<file path="src/rtl/disp_pkg.sv">
// Shared types, constants and helpers for the seven-segment display blocks.
package disp_pkg;

    typedef enum logic {BLANK, ON} scan_state_t;

    localparam logic [6:0] SEG_OFF  = 7'h7F;
    localparam logic [6:0] SEG_DASH = 7'h3F;
    localparam logic [7:0] AN_OFF   = 8'hFF;

    // True when idx is not the rightmost digit and nibbles idx..7 are all zero.
    function automatic logic leading_zero(input logic [31:0] nibbles,
                                          input logic [2:0]  idx);
        logic z;
        z = (idx != 3'd0);
        for (int j = 0; j < 8; j++) begin
            if (j >= int'(idx) && nibbles[4*j +: 4] != 4'h0)
                z = 1'b0;
        end
        return z;
    endfunction

endpackage

</file>
<file path="src/rtl/seg7_decode.sv">
// Nibble to active-low seven-segment glyph {g,f,e,d,c,b,a}.
module seg7_decode
    import disp_pkg::*;
(
    input  logic [3:0] nibble,
    input  logic       bcd_mode,
    output logic [6:0] cc
);

    always_comb begin
        cc = SEG_OFF;
        if (bcd_mode && nibble > 4'd9) begin
            cc = SEG_DASH;
        end else begin
            unique case (nibble)
                4'h0: cc = 7'h40;
                4'h1: cc = 7'h79;
                4'h2: cc = 7'h24;
                4'h3: cc = 7'h30;
                4'h4: cc = 7'h19;
                4'h5: cc = 7'h12;
                4'h6: cc = 7'h02;
                4'h7: cc = 7'h78;
                4'h8: cc = 7'h00;
                4'h9: cc = 7'h10;
                4'hA: cc = 7'h08;
                4'hB: cc = 7'h03;
                4'hC: cc = 7'h46;
                4'hD: cc = 7'h21;
                4'hE: cc = 7'h06;
                4'hF: cc = 7'h0E;
            endcase
        end
    end

endmodule

</file>
<file path="src/rtl/disp_scan_ctrl.sv">
// Eight-digit multiplexed display scanner with dead-time, blanking and frame snapshot.
module disp_scan_ctrl
    import disp_pkg::*;
#(
    parameter int DWELL = 100000,
    parameter int DEAD  = 100
) (
    input  logic        clk,
    input  logic        rst,
    input  logic        enable,
    input  logic [31:0] digits,
    input  logic [7:0]  dp_mask,
    input  logic [7:0]  digit_en,
    input  logic        lz_blank,
    input  logic        bcd_mode,
    output logic [6:0]  cc,
    output logic [7:0]  an,
    output logic        odp,
    output logic        frame_done
);

    localparam int PMAX = (DWELL > DEAD) ? DWELL : DEAD;
    localparam int PW   = (PMAX > 1) ? $clog2(PMAX) : 1;
    localparam logic [PW-1:0] DWELL_END = PW'(DWELL - 1);
    localparam logic [PW-1:0] DEAD_END  = PW'(DEAD - 1);

    scan_state_t   state;
    logic [2:0]    idx;
    logic [PW-1:0] phase;

    logic [31:0]   snap_digits;
    logic [7:0]    snap_dp;
    logic [7:0]    snap_en;
    logic          snap_lz;
    logic          snap_bcd;

    logic [3:0]    nibble;
    logic [6:0]    seg;
    logic          lit;
    logic          slot_end;

    assign nibble   = snap_digits[{idx, 2'b00} +: 4];
    assign slot_end = (phase == ((state == ON) ? DWELL_END : DEAD_END));
    assign lit      = (state == ON) && snap_en[idx] &&
                      !(snap_lz && leading_zero(snap_digits, idx));

    seg7_decode u_dec (
        .nibble   (nibble),
        .bcd_mode (snap_bcd),
        .cc       (seg)
    );

    always_ff @(posedge clk) begin
        if (!rst) begin
            state       <= BLANK;
            idx         <= 3'd0;
            phase       <= '0;
            snap_digits <= '0;
            snap_dp     <= '0;
            snap_en     <= '0;
            snap_lz     <= 1'b0;
            snap_bcd    <= 1'b0;
            an          <= AN_OFF;
            cc          <= SEG_OFF;
            odp         <= 1'b1;
            frame_done  <= 1'b0;
        end else if (!enable) begin
            // Scan position is held; only the pins go dark.
            an          <= AN_OFF;
            cc          <= SEG_OFF;
            odp         <= 1'b1;
            frame_done  <= 1'b0;
        end else begin
            an          <= lit ? ~(8'd1 << idx) : AN_OFF;
            cc          <= lit ? seg : SEG_OFF;
            odp         <= lit ? ~snap_dp[idx] : 1'b1;
            frame_done  <= (state == ON) && (idx == 3'd7) && slot_end;

            if (state == BLANK && idx == 3'd0 && phase == '0) begin
                snap_digits <= digits;
                snap_dp     <= dp_mask;
                snap_en     <= digit_en;
                snap_lz     <= lz_blank;
                snap_bcd    <= bcd_mode;
            end

            if (slot_end) begin
                phase <= '0;
                if (state == BLANK) begin
                    state <= ON;
                end else begin
                    state <= BLANK;
                    idx   <= idx + 3'd1;
                end
            end else begin
                phase <= phase + PW'(1);
            end
        end
    end

endmodule

</file>
<file path="config.mk">
export PLATFORM = sky130hd
export DESIGN_NAME = disp_scan_ctrl
export DESIGN_NICKNAME = d
export VERILOG_FILES = /design/src/rtl/disp_pkg.sv /design/src/rtl/seg7_decode.sv /design/src/rtl/disp_scan_ctrl.sv
export SDC_FILE = /design/constraint.sdc
export NUM_CORES = 1
export LEC_CHECK = 0
export CAP_MARGIN = 10
export CORE_MARGIN = 2
export CORE_UTILIZATION = 49
export DETAILED_ROUTE_END_ITERATION = 10
export PLACE_DENSITY = 0.74
export SYNTH_ARGS = -nofsm -noshare
export SYNTH_HDL_FRONTEND = slang
export SYNTH_SLANG_ARGS = --single-unit
</file>
<file path="constraint.sdc">
create_clock -name clk -period 2.5 [get_ports clk]
set_clock_uncertainty 0.1 [all_clocks]
set_input_delay 0.25 -clock clk [delete_from_list [all_inputs] [get_ports clk]]
set_output_delay 0.25 -clock clk [all_outputs]
set_load 0.005 [all_outputs]
</file>
==> Implementation_results.wiki <==
{| class="wikitable"
! Metric !! Value
|-
| Accumulated negative setup slack || 0 ps
|-
| Instance count of the mapped netlist || approximately 470
|-
| Seq/Total Area, Yosys || between 30 and 40%
|-
| Number of buffers created by CTS || 9
|-
| Hold violation total from the final report || 0
|-
| Routed met2 length || ~4700 um
|-
| Area growth from synthesis to layout || 21.1%
|-
| Setup repair after global routing missed its margin || false
|-
| Full die area || 9820 sq um
|-
| Top-area cell type share of the netlist area || 39.8%
|-
| Average cell area after synthesis || approximately 9.5 sq um
|-
| Worst slew margin || 69.4%
|-
| Detailed-routing iteration count for the pre-antenna-repair pass || 4
|-
| Class of the tightest hold or removal check || primary input to register
|-
| DRT iter0 DRCs || between 100 and 150
|-
| Outcome || completed
|-
| Average via count per standard cell || ~5.3
|-
| Antenna cell count || 0
|-
| Wire length of the first global-routing pass || 16,000 um
|-
| Top layer reached by signal wires || met4
|-
| Seq cells post-synth || 88
|-
| Share of post-route cells with drive strength above 1 || between 10% and 20%
|-
| Net count after synthesis || around 530
|-
| Peak VDD IR || 0.313 mV
|-
| Top flip-flop cell by instance count after synthesis || sky130_fd_sc_hd__dfxtp_1
|-
| Post-synth cell types || 47
|-
| Synth top area cells || sky130_fd_sc_hd__dfxtp_1, sky130_fd_sc_hd__a21boi_2, sky130_fd_sc_hd__nand2_1, sky130_fd_sc_hd__mux4_2, sky130_fd_sc_hd__ha_1
|-
| Synthesized cell area || about 4400 sq um
|-
| Count of flip-flops with a built-in enable after synthesis || 0
|-
| Arrival time of the worst setup path || approximately 2500 ps
|-
| Number of global-route vias before repair || between 3,000 and 4,000
|-
| Cell type with the highest aggregate area in the netlist || sky130_fd_sc_hd__dfxtp_1
|-
| Post-Route Hold Slack || approximately 350 ps
|-
| Number of cells after detailed placement || 632
|-
| Shortest period the worst path allows || 2330 ps
|-
| Startpoint of the worst register-to-register path || idx[0]$_SDFFE_PN0P_
|-
| Hold Crit Endpoint || snap_bcd$_SDFFE_PN0P_
|-
| Residual antenna-violating net count after detailed routing || 0
|-
| Classification of the worst setup path || register to register
|-
| Critical-path maximum fanout || 12
|-
| DRC violations left || 0
|-
| Most frequent cell after synthesis || sky130_fd_sc_hd__nand2_1
|-
| # hold bufs at CTS || 0
|-
| Number of stages on the worst hold path || 3
|-
| R2r endpoint || cc[0]$_SDFF_PP1_
|-
| Num ports || 70
|-
| Clock latency at the later pin of the worst-skew pair || about 360 ps
|-
| Total half-perimeter wirelength after legalization and detailed placement || 7070 um
|-
| Dpl ws || 51.6 ps
|-
| Max-cap violations || 0
|-
| Register-to-register setup slack || 170 ps
|-
| Number of nets in the layout || about 600
|-
| Sum of routed wire length over all layers || about 9500 um
|-
| Final non-filler cell total || between 600 and 700
|-
| F_max || 0.429 GHz
|-
| Cell leakage power || roughly 2 nW
|-
| Pin count of the biggest net entering global routing || 57
|-
| Total of endpoints with negative setup slack in the final report || 0
|-
| Number of slew-limit violations in the final report || 0
|-
| Startpoint type of the worst setup path || register
|-
| Most frequent cells after synthesis || sky130_fd_sc_hd__nand2_1, sky130_fd_sc_hd__dfxtp_1, sky130_fd_sc_hd__a21boi_2, sky130_fd_sc_hd__nor2_1
|-
| Number of standard-cell rows in the floorplan || 34
|-
| Total Routing Usage GR || slightly above 20%
|-
| Met3 Wirelength || around 470 um
|-
| Starting Density || 50.6%
|-
| Average wire length per cell after detail routing || 14.7 um
|-
| Post-route clock period utilization || 93.2%
|-
| Min-delay src || bcd_mode
|-
| PnR worst setup slack || approximately 170 ps
|-
| H-tree depth || 3
|-
| Number of buffer and inverter instances along the worst setup path || 1
|-
| Antenna violations before repair || 0
|-
| Cell-by-cell trace of the critical path || buf_4 > mux4_2 > mux2_2 > or2_1 > a21oi_1 > o211ai_1
|-
| DRT met1 WL || 4180 um
|-
| Placeable core region || 8760 sq um
|-
| Overall overflow remaining after global route || 0
|-
| Number of buffers added on ports || 69
|-
| Die height || 99.1 um
|-
| Cell depth of the worst flop-to-flop path || 6
|-
| Cell at the root of the clock tree || sky130_fd_sc_hd__clkbuf_8
|-
| Routability congestion estimate || 0.886
|-
| CTS tree || done
|-
| CP endpoint kind || register
|-
| Ys Warns || 0
|-
| Clk pin slew, worst setup/hold paths || 90 ps
|-
| CTS Sinks || 88
|-
| Total power density per cell area || 559 nW/um^2
|-
| Category of cells accounting for the largest share of critical-path delay || multiplexers
|-
| Die outline width || 99.1 um
|-
| Worst-margin pin slew || 460 ps
|-
| Async set or reset register ratio after synthesis || 0%
|-
| Delay of the slowest critical-path stage || 510 ps
|-
| Routed via count || 3,448
|-
| Required time of the critical path || 2630 ps
|-
| Maximum buffer depth of the clock tree || 2
|-
| Cell type of the slowest stage on the worst timing path || sky130_fd_sc_hd__mux4_2
|}
logic make-up (layout without fill, tap and decap cells):
logic type | Yosys count | count (layout) | share of synthesized area [%]
and+or+nand+nor | 212 | 212 | 21.2
DFF | 88 | 88 | 39.8
AOI/OAI and AO/OA | 77 | 77 | 17.3
buffers and inverters | 37 | 110 | 6.04
muxes | 22 | 22 | 8.56
xor gates and xnor gates | 16 | 16 | 3.16
adders and majority gates | 14 | 14 | 3.95
layer usage:
| metal | global-route usage [%] | vias up |
|---|---|---|
| li1 | - | 1733 |
| met1 | 25.8 | 1607 |
| met2 | 33.8 | 96 |
| met3 | 4.85 | 12 |
| met4 | 6.43 | 0 |
| met5 | 0 | - |
stage by stage:
step	instance area, sq um	total power [mW]	util [%]
2_1_floorplan	4430	1.86	-
3_3_place_gp	5160	1.98	58.9
3_5_place_dp	5160	1.99	58.9
4_1_cts	5360	3.02	61.2
5_1_grt	5370	3.13	61.2
6_report	5370	3.00	61.2
report_power, final:
part / internal [mW] / switching [mW] / leakage [nW]
logic: 0.231 / 0.215 / 1.12
clock network: 0.555 / 0.483 / 0.103
registers: 1.47 / 0.0505 / 0.718
tightest hold or removal path, cell delays in order:
cell                              delay, ps
sky130_fd_sc_hd__clkdlybuf4s50_1        390
sky130_fd_sc_hd__nand2_1                 70
sky130_fd_sc_hd__a21boi_2                50
cells in the final DEF, fill, tap and decap left out, drive strengths merged:
| master | synthesis | routed |
|---|---|---|
| a21boi | 51 | 51 |
| a21oi | 6 | 6 |
| nor3 | 7 | 7 |
| o211ai | 3 | 3 |
| mux2i | 6 | 6 |
| clkbuf | 12 | 11 |
| xnor2 | 12 | 12 |
| clkinv | 0 | 2 |
| and4 | 1 | 1 |
| o22ai | 1 | 1 |
| mux4 | 12 | 12 |
| or4 | 8 | 8 |
| bufinv | 0 | 2 |
| clkdlybuf4s50 | 0 | 69 |
| and3b | 1 | 1 |
| nor3b | 1 | 1 |
| ha | 14 | 14 |
| a22oi | 1 | 1 |
| a211oi | 3 | 3 |
| o31a | 1 | 1 |
| mux2 | 4 | 4 |
| nand3 | 14 | 14 |
| nor2 | 31 | 31 |
| buf | 16 | 17 |
| xor2 | 4 | 4 |
| and3 | 5 | 5 |
| nand2b | 3 | 3 |
| o2111ai | 6 | 6 |
| dfxtp | 88 | 88 |
| or2 | 3 | 3 |
| nor2b | 2 | 2 |
| or3 | 1 | 1 |
| nand2 | 124 | 124 |
| nand4 | 5 | 5 |
| nor4 | 2 | 2 |
| o21ai | 4 | 4 |
| a32oi | 1 | 1 |
| nand4b | 2 | 2 |
| inv | 9 | 9 |
| and2 | 2 | 2 |
flip-flops by register name, indices dropped and copies added, names as in the netlist:
register,flops
an,8
cc,7
frame_done,1
idx,3
odp,1
phase,17
snap_bcd,1
snap_digits,32
snap_dp,8
snap_en,8
snap_lz,1
state,1
area by class of cell:
cell class	instances	area (sq um)
fill	780	3400
multi-input combinational	341	2400
sequential	88	1760
timing repair buffer	86	831
tap	108	135
clock buffer	11	131
clock inverter	4	70.1
inverter	9	33.8
worst max-delay path by stage:
stage	from	end	slack [ps]	cells after the start
global placement	idx[0]$_SDFFE_PN0P_	cc[1]$_SDFF_PP1_	100	6
finish	idx[0]$_SDFFE_PN0P_	cc[0]$_SDFF_PP1_	170	6
CTS	idx[0]$_SDFFE_PN0P_	cc[0]$_SDFF_PP1_	30	6
global route	idx[0]$_SDFFE_PN0P_	cc[5]$_SDFF_PP1_	40	7
floorplan	idx[0]$_SDFFE_PN0P_	cc[5]$_SDFF_PP1_	40	9
detailed placement	idx[0]$_SDFFE_PN0P_	cc[0]$_SDFF_PP1_	50	6
what timing repair did:
action | 4_1_cts | 5_1_grt
buffers inserted | 0 | 0
resized for setup | 0 | 2
setup endpoints to repair | 0 | 40
Power figures use the tool's default switching activity.
